### src/rtl/max10_adc_pkg.sv
// Shared definitions for the MAX10 ADC sampler stand-in.
//   CH_W / DATA_W : channel and sample widths of the Avalon-ST streams
//   CMD_W         : width of a stored command {channel, sop, eop}
//   adc_state_t   : converter FSM states
//   ramp_init()   : power-on/reset value of a channel's ramp ({ch, 7'b0})
package max10_adc_pkg;

    localparam int CH_W   = 5;
    localparam int DATA_W = 12;
    localparam int CMD_W  = CH_W + 2;

    typedef enum logic [1:0] {
        IDLE = 2'd0,
        CONV = 2'd1,
        RESP = 2'd2
    } adc_state_t;

    function automatic logic [DATA_W-1:0] ramp_init(input logic [CH_W-1:0] ch);
        return {ch, 7'b0};
    endfunction

endpackage

### src/rtl/max10_adc_cmd_fifo.sv
// Small synchronous command FIFO for the ADC sampler (used only when
// MAX10_ADC_CMD_FIFO_EN is defined in the top level).
// Ports:
//   clk, rst_n  : clock and synchronous active-low reset (empties the FIFO)
//   push, push_data : write request and command word; ignored when full
//   pop         : remove the head entry; ignored when empty
//   head        : current head entry (first-word fall-through)
//   empty       : no entries stored
//   count       : number of stored entries (0..DEPTH)
module max10_adc_cmd_fifo
    import max10_adc_pkg::*;
#(
    parameter int DEPTH = 4,
    parameter int WIDTH = CMD_W
) (
    input  logic                       clk,
    input  logic                       rst_n,
    input  logic                       push,
    input  logic [WIDTH-1:0]           push_data,
    input  logic                       pop,
    output logic [WIDTH-1:0]           head,
    output logic                       empty,
    output logic [$clog2(DEPTH):0]     count
);

    localparam int PTR_W = $clog2(DEPTH);

    logic [WIDTH-1:0] mem [DEPTH];
    logic [PTR_W-1:0] wr_ptr;
    logic [PTR_W-1:0] rd_ptr;
    logic             full;
    logic             do_push;
    logic             do_pop;

    assign empty   = (count == '0);
    assign full    = (count == (PTR_W+1)'(DEPTH));
    assign do_push = push && !full;
    assign do_pop  = pop && !empty;
    assign head    = mem[rd_ptr];

    // Pointers wrap naturally because DEPTH is a power of two.
    always_ff @(posedge clk) begin
        if (!rst_n) begin
            wr_ptr <= '0;
            rd_ptr <= '0;
            count  <= '0;
        end else begin
            if (do_push) begin
                wr_ptr <= wr_ptr + PTR_W'(1);
            end
            if (do_pop) begin
                rd_ptr <= rd_ptr + PTR_W'(1);
            end
            case ({do_push, do_pop})
                2'b10:   count <= count + (PTR_W+1)'(1);
                2'b01:   count <= count - (PTR_W+1)'(1);
                default: count <= count;
            endcase
        end
    end

    always_ff @(posedge clk) begin
        if (do_push) begin
            mem[wr_ptr] <= push_data;
        end
    end

endmodule

### src/rtl/max10_adc_sampler.sv
// Behavioural, synthesizable stand-in for the MAX10 on-chip ADC core.
// Accepts Avalon-ST conversion commands, waits CONV_CYCLES clocks and returns
// one 12-bit sample per command. Each channel 0..MAX_CHANNEL owns a ramp that
// starts at {ch, 7'b0} and advances by RAMP_STEP (mod 4096) per conversion;
// higher channels are accepted but always return 0.
// Optional feature macro: MAX10_ADC_CMD_FIFO_EN (4-entry command FIFO).
// Ports:
//   clock_clk, reset_sink_reset_n : clock, synchronous active-low reset
//   adc_pll_locked_export         : commands refused while low
//   command_*                     : command stream (valid/ready/channel/sop/eop)
//   response_*                    : result stream, one-cycle valid, no backpressure
module max10_adc_sampler
    import max10_adc_pkg::*;
#(
    parameter int                CONV_CYCLES = 20,
    parameter int                MAX_CHANNEL = 16,
    parameter logic [DATA_W-1:0] RAMP_STEP   = 12'd5
) (
    input  logic              clock_clk,
    input  logic              reset_sink_reset_n,
    input  logic              adc_pll_locked_export,
    input  logic              command_valid,
    input  logic [CH_W-1:0]   command_channel,
    input  logic              command_startofpacket,
    input  logic              command_endofpacket,
    output logic              command_ready,
    output logic              response_valid,
    output logic [CH_W-1:0]   response_channel,
    output logic [DATA_W-1:0] response_data,
    output logic              response_startofpacket,
    output logic              response_endofpacket
);

    localparam int                CNT_W    = (CONV_CYCLES > 2) ? $clog2(CONV_CYCLES) : 1;
    localparam logic [CNT_W-1:0]  CNT_LOAD = CNT_W'(CONV_CYCLES - 1);
    localparam logic [CH_W-1:0]   MAX_CH   = CH_W'(MAX_CHANNEL);

    adc_state_t        state;
    adc_state_t        next_state;
    logic [CNT_W-1:0]  cnt;
    logic [CH_W-1:0]   cur_channel;
    logic              cur_sop;
    logic              cur_eop;
    logic [DATA_W-1:0] ramp [0:MAX_CHANNEL];

    logic              accept;
    logic              start;
    logic [CH_W-1:0]   src_channel;
    logic              src_sop;
    logic              src_eop;
    logic              resp_load;
    logic              ready_next;

    assign accept = command_valid && command_ready;

`ifdef MAX10_ADC_CMD_FIFO_EN
    logic             push;
    logic             pop;
    logic [CMD_W-1:0] fifo_head;
    logic             fifo_empty;
    logic [2:0]       fifo_count;
    logic [2:0]       count_next;
    logic [3:0]       occ_next;

    max10_adc_cmd_fifo #(
        .DEPTH (4),
        .WIDTH (CMD_W)
    ) u_cmd_fifo (
        .clk       (clock_clk),
        .rst_n     (reset_sink_reset_n),
        .push      (push),
        .push_data ({command_channel, command_startofpacket, command_endofpacket}),
        .pop       (pop),
        .head      (fifo_head),
        .empty     (fifo_empty),
        .count     (fifo_count)
    );

    // Command source selection. An idle converter with an empty FIFO takes an
    // accepted command directly so the first result keeps the CONV_CYCLES
    // latency; otherwise the FIFO head is popped as soon as the converter is
    // free (IDLE, or the RESP cycle for back-to-back conversions).
    always_comb begin
        start       = 1'b0;
        push        = 1'b0;
        pop         = 1'b0;
        src_channel = command_channel;
        src_sop     = command_startofpacket;
        src_eop     = command_endofpacket;
        case (state)
            IDLE: begin
                if (fifo_empty) begin
                    start = accept;
                end else begin
                    start = 1'b1;
                    pop   = 1'b1;
                    push  = accept;
                    {src_channel, src_sop, src_eop} = fifo_head;
                end
            end
            RESP: begin
                push = accept;
                if (!fifo_empty) begin
                    start = 1'b1;
                    pop   = 1'b1;
                    {src_channel, src_sop, src_eop} = fifo_head;
                end
            end
            default: begin
                push = accept;
            end
        endcase
    end

    // Outstanding commands = stored entries + the one inside the converter.
    // Capping the total at four makes a fifth back-to-back command stall.
    always_comb begin
        count_next = fifo_count + 3'(push) - 3'(pop);
        occ_next   = 4'(count_next) + 4'(next_state != IDLE);
    end
`else
    // Single outstanding command: only an idle converter accepts.
    always_comb begin
        start       = (state == IDLE) && accept;
        src_channel = command_channel;
        src_sop     = command_startofpacket;
        src_eop     = command_endofpacket;
    end
`endif

    // State register.
    always_ff @(posedge clock_clk) begin
        if (!reset_sink_reset_n) begin
            state <= IDLE;
        end else begin
            state <= next_state;
        end
    end

    // Next-state logic. RESP may chain straight into CONV when a queued
    // command is waiting (FIFO build only; start is never set in RESP otherwise).
    always_comb begin
        next_state = state;
        case (state)
            IDLE:    if (start) next_state = CONV;
            CONV:    if (cnt == '0) next_state = RESP;
            RESP:    next_state = start ? CONV : IDLE;
            default: next_state = IDLE;
        endcase
    end

    // Output logic. command_ready is registered from the next-state view so it
    // is already low in the cycle after an accept.
    always_comb begin
        response_valid = (state == RESP);
        resp_load      = (state == CONV) && (cnt == '0);
`ifdef MAX10_ADC_CMD_FIFO_EN
        ready_next     = adc_pll_locked_export && (occ_next < 4'd4);
`else
        ready_next     = adc_pll_locked_export && (next_state == IDLE);
`endif
    end

    // Datapath: conversion counter, latched command, result registers and the
    // per-channel ramps. Results are captured on the edge entering RESP, which
    // is also where the ramp advances, so the sample shown is the pre-step value.
    always_ff @(posedge clock_clk) begin
        if (!reset_sink_reset_n) begin
            command_ready          <= 1'b0;
            cnt                    <= '0;
            cur_channel            <= '0;
            cur_sop                <= 1'b0;
            cur_eop                <= 1'b0;
            response_channel       <= '0;
            response_data          <= '0;
            response_startofpacket <= 1'b0;
            response_endofpacket   <= 1'b0;
            for (int i = 0; i <= MAX_CHANNEL; i++) begin
                ramp[i] <= ramp_init(CH_W'(i));
            end
        end else begin
            command_ready <= ready_next;
            if (start) begin
                cnt         <= CNT_LOAD;
                cur_channel <= src_channel;
                cur_sop     <= src_sop;
                cur_eop     <= src_eop;
            end else if ((state == CONV) && (cnt != '0)) begin
                cnt <= cnt - CNT_W'(1);
            end
            if (resp_load) begin
                response_channel       <= cur_channel;
                response_startofpacket <= cur_sop;
                response_endofpacket   <= cur_eop;
                if (cur_channel <= MAX_CH) begin
                    response_data     <= ramp[cur_channel];
                    ramp[cur_channel] <= ramp[cur_channel] + RAMP_STEP;
                end else begin
                    response_data <= '0;
                end
            end
        end
    end

endmodule

### config.mk
export PLATFORM = sky130hd
export DESIGN_NAME = max10_adc_sampler
export DESIGN_NICKNAME = d
export VERILOG_FILES = /design/src/rtl/max10_adc_pkg.sv /design/src/rtl/max10_adc_cmd_fifo.sv /design/src/rtl/max10_adc_sampler.sv
export SDC_FILE = /design/constraint.sdc
export NUM_CORES = 1
export LEC_CHECK = 0
export BUFFER_PORTS_ARGS = -buffer_cell sky130_fd_sc_hd__buf_4
export CAP_MARGIN = 15
export CORE_ASPECT_RATIO = 1.5
export CORE_MARGIN = 2
export CORE_UTILIZATION = 35
export CTS_CLUSTER_SIZE = 25
export DETAILED_ROUTE_END_ITERATION = 10
export PLACE_DENSITY_LB_ADDON = 0.2
export SYNTH_ARGS = -nofsm -noshare
export SYNTH_HDL_FRONTEND = slang
export SYNTH_SLANG_ARGS = --single-unit
export TNS_END_PERCENT = 20
### constraint.sdc
create_clock -name clock_clk -period 11.3 [get_ports clock_clk]
set_input_delay 1.695 -clock clock_clk [delete_from_list [all_inputs] [get_ports clock_clk]]
set_output_delay 1.695 -clock clock_clk [all_outputs]
set_load 0.05 [all_outputs]
Word level (Yosys, flattened, before mapping) --
Memories as Yosys holds them, arrays and structs flattened. A register that Yosys moved wholly into a read port is not among the register bits. Index checks and enable logic that the tools add are counted.
Word-level totals: register bits 34, memories 1, input bits 11, memory bits (writable) 204
Memories:
- ramp | depth 17, width 12, rd ports 1, clocked after Yosys merged registers in 1, wr ports 17, RTL line max10_adc_sampler.sv:44 | logic [DATA_W-1:0] ramp [0:MAX_CHANNEL];
Cells by class: bitwise gates (word level) 1, mux-type cells 17, $lt $le $gt $ge 1, $add $sub $neg 2, eq/ne operators 2, reductions and logical operators 12
Operators by type and width (count):
- $mux W5 | 5
- $mux W12 | 2
- $add A12 B3 Y12 const B | 1
- $reduce_or A12 Y1 | 1
- $mux W1 | 7
- $pmux W2 S3 | 1
- $le A5 B5 Y1 const B | 1
- $logic_and A1 B1 Y1 | 5
- $logic_not A5 Y1 | 1
- $reduce_bool A5 Y1 | 1
- $sub A5 B1 Y5 const B | 1
- $logic_not A2 Y1 | 2
- $mux W2 | 2
- $eq A2 B1 Y1 const B | 1
- $eq A2 B2 Y1 const B | 1
- $reduce_bool A2 Y1 | 1
- $reduce_or A2 Y1 | 1
- $not A1 Y1 | 1

Logic depth before layout (Yosys ltp) --
depth after elaboration 7, mapped depth 14, gate-level depth less buffers 9

Worst setup path after synthesis --
No wires, ideal clock.
path kind register to register, start register with a tool-made name, end memory ramp[17][4] (data pin), stages on the path, launching flop included 15, slack 7.134 ns, data arrival time 3.864 ns, cells stage by stage dfxtp_1 > buf_6 > buf_12 > buf_12 > mux4_1 > mux4_2 > mux2_2 > clkbuf_1 > clkbuf_1 > ha_1 > a21oi_2 > nor2_1 > xnor2_1 > clkbuf_1 > inv_1
RTL lines (RTL line):
- to (decl) | max10_adc_sampler.sv:44

==> impl_metrics.py <==
metrics = {
    "synthesis": {
        "synth.distinct_cells": 56,
        "async_flop_share_pct": 0,
        "yosysSeqAreaShare_pct": 69.5,
        "syn_inst": 1064,
        "ys_warn_count": 0,
        "synthFlopType": "edfxtp_1",
        "synth_edf_count": 384,
        "syn_area_um2": 17700,
        "ys_ff_latch": 423,
        "synth_top_cell_by_area": "edfxtp_1",
        "synth.top_cell.area_share_pct": 65.1,
        "avgSynthCellArea_um2": 16.7,
        "synth_area_leaders": "edfxtp_1, mux4_2, dfxtp_1, nor2_1, mux4_1",
    },
    "layout": {
        "area_delta_synth_final_pct": 15.5,
        "num_antenna_cells": 0,
        "final_layout_size_suffix_gt1_share_pct": 18.1,
        "fillers": 4797,
        "multi_input_area_um2": 5530,
        "regArea_um2": 12300,
        "final_util_pct": 40.7,
        "final_net_count": 1275,
    },
    "die": {
        "die-width_um": 188,
        "die_y_um": 280,
        "row_count": 101,
        "core_um2": 50300,
        "ioPinCount": 32,
        "dieArea_um2": 52500,
        "start_util_pct": 35.2,
    },
    "cts": {
        "numCtsBuffers": 41,
        "ctsHoldBuffers": 0,
        "clk_pin_slew_ps": 70,
        "clock_latency_ps": 560,
        "cts.sinks": 423,
        "htreeDepth": 2,
        "cts_buffer_depth": 3,
        "ctsResizeCount": 0,
        "cts_tree": "yes",
        "cts_root_buf": "clkbuf_16",
        "postCtsSetupRepairBufs": 0,
    },
    "place": {
        "gp_congestion": 0.819,
        "hpwl_mm": 26.7,
        "numPortBuffers": 31,
    },
    "setup_path": {
        "worst_path_max_delay_cell": "xnor2_2",
        "end_kind": "flop",
        "critPathKind": "flop to flop",
        "r2r-end": "ramp[21][7]",
        "cp_max_fo": 44,
        "cp_slowest_stage_delay_ps": 790,
        "reg2reg_depth": 8,
        "cp_data_arrival_time_ps": 4980,
        "worstPathRequired_ps": 11520,
        "rrSetupSlack_ps": 6540,
        "critPathLaunchType": "flop",
        "crit_chain": "buf_4, mux4_1, mux4_2, mux2i_2, nand4b_1, nor3_1, xnor2_2, inv_2",
    },
    "global_routing": {
        "grt.total_usage_pct": 16.7,
        "grt-ovfl-total": 0,
        "antenna_found_initial": 0,
        "grt_pass1_vias": 10000,
        "grt_pass1_wl_mm": 63.7,
        "grt_max_degree": 45,
    },
    "sta": {
        "fin_crit_sh_pct": 42.1,
        "rsz0062_at_grt": "false",
        "fmax_mhz": 210,
        "fin_crit_ps": 4760,
        "slew-limit-headroom_pct": 29.9,
        "setup_viol": 0,
        "drv_slew": 0,
        "finalSetupTns_ps": 0,
        "clock_skew_ps": 20.5,
        "tightest_slew_ps": 1050,
        "hold_viol": 0,
    },
    "detailed_routing": {
        "firstDrtPassIters": 5,
        "drcViolationCount": 0,
        "first_iter_violations": 653,
        "drt_wl_total_mm": 43.1,
        "ant_nets": 0,
        "wl_per_cell_um": 22.0,
        "vias": 9575,
        "avgViaCountPerCell": 4.88,
    },
    "run": {
        "maxCapViolCount": 0,
    },
    "worst_hold_path": {
        "whs_endpoint": "cur_eop",
        "hold_path_depth": 2,
        "hp-class": "flop to flop",
        "min-delay-start": "cur_eop",
    },
    "power_and_ir_drop": {
        "power.density_nw_per_um2": 172,
        "ir_worst_vdd_mv": 0.142,
        "leakage_nw": 7.07,
    },
    "status": {
        "status": "finished, final reports clean",
    },
}
-- worst max-delay path, delay by kind of cell, from the launching register on --
family | cells | cell delay (ps)
multiplexers | 3 | 1450
buffers and inverters | 2 | 1020
XOR/XNOR | 1 | 790
flip-flops | 1 | 640
AND/OR/NAND/NOR | 2 | 430
-- layout by cell type, fill, tap and decap left out, types with 4 or more instances in the layout --
master / count
edfxtp_1: 384
o21ai_0: 10
nand3b_1: 4
a22oi_1: 4
nand2b_1: 4
conb_1: 180
dfxtp_1: 35
nand2_1: 94
nand3_1: 26
clkbuf_1: 9
mux4_1: 16
clkinv_1: 7
a21boi_0: 17
mux2i_1: 10
nor2b_1: 8
a21oi_1: 10
o22ai_1: 7
mux4_2: 96
nor2_1: 169
mux2_2: 4
nor3_1: 19
buf_4: 49
xor2_1: 6
clkinv_2: 8
a22o_1: 5
inv_1: 12
clkbuf_16: 44
-- worst max-delay path by stage --
stage	from	end	slack [ps]	depth (start not counted)
after floorplan	flop	ramp[17][4]	7130	14
after global placement	flop	ramp[26][11]	6490	9
after detailed placement	flop	ramp[19][7]	6450	8
after CTS	flop	ramp[24][11]	6410	9
after global routing	flop	ramp[31][11]	6110	9
final	flop	ramp[21][7]	6540	8
-- stage by stage --
| stage | power (mW) | instances | hold WS [ps] | area [µm²] | setup slack, ps |
|---|---|---|---|---|---|
| global placement | 2.16 | 1886 | 455 | 19100 | 6490 |
| finish | 3.52 | 1963 | 470 | 20500 | 6540 |
| floorplan | 2.07 | 1243 | 444 | 18400 | 7130 |
| global route | 3.64 | 1963 | 496 | 20500 | 6110 |
| detailed placement | 2.17 | 1887 | 461 | 19100 | 6450 |
| CTS | 3.56 | 1963 | 471 | 20500 | 6410 |
-- Yosys cell counts, types with 5 or more instances --
cell type / number
edfxtp_1: 384
nor2_1: 169
mux4_2: 96
nand2_1: 94
dfxtp_1: 39
clkbuf_1: 36
nand3_1: 26
nor3_1: 19
a21boi_0: 17
mux4_1: 16
buf_6: 13
buf_2: 12
inv_1: 12
a21oi_1: 10
mux2i_1: 10
o21ai_0: 10
buf_4: 8
nor2b_1: 8
o22ai_1: 7
xor2_1: 6
a22o_1: 5
-- kinds of logic (layout without fill, tap and decap cells) --
family                   Yosys count  after routing  synth area share, %
adder cells (fa/ha/maj)            3              3                0.212
buffers and inverters             89            140                 3.13
other                              1            180               0.0212
AO/OA/AOI/OAI                     61             61                 2.43
multiplexers                     127            127                 15.5
AND/OR/NAND/NOR                  349            349                 8.64
flip-flops                       423            423                 69.5
XOR/XNOR                          11             11                0.628
-- state kept, by name, summed over array words and instances, names as in the netlist, named ones only --
signal	cells
ramp	384
response_data	12
cnt	5
cur_channel	5
response_channel	5
state	2
command_ready	1
cur_eop	1
cur_sop	1
response_endofpacket	1
response_startofpacket	1
-- layer usage --
layer	track usage (%)	part of all wire (%)	vias up
met3	2.82	4.3	100
met2	31.8	54	259
met4	8.28	5.1	0
met1	17.6	36	4925
met5	0	0	-
li1	-	-	4291
-- where the power goes --
part / switching [mW] / internal (mW)
Combinational: 0.175 / 0.0886
Sequential: 0.0337 / 1.84
Clock: 0.596 / 0.795
-- cell type report --
| class | instances | area share [%] |
|---|---|---|
| Sequential cell | 423 | 60.2 |
| Multi-Input combinational cell | 731 | 27.0 |
| Clock buffer | 55 | 5.68 |
| Tap cell | 669 | 4.09 |
| Timing Repair Buffer | 50 | 1.85 |
| Clock inverter | 21 | 0.910 |
| Inverter | 14 | 0.257 |
No activity file was read; power rests on OpenSTA's default activity.
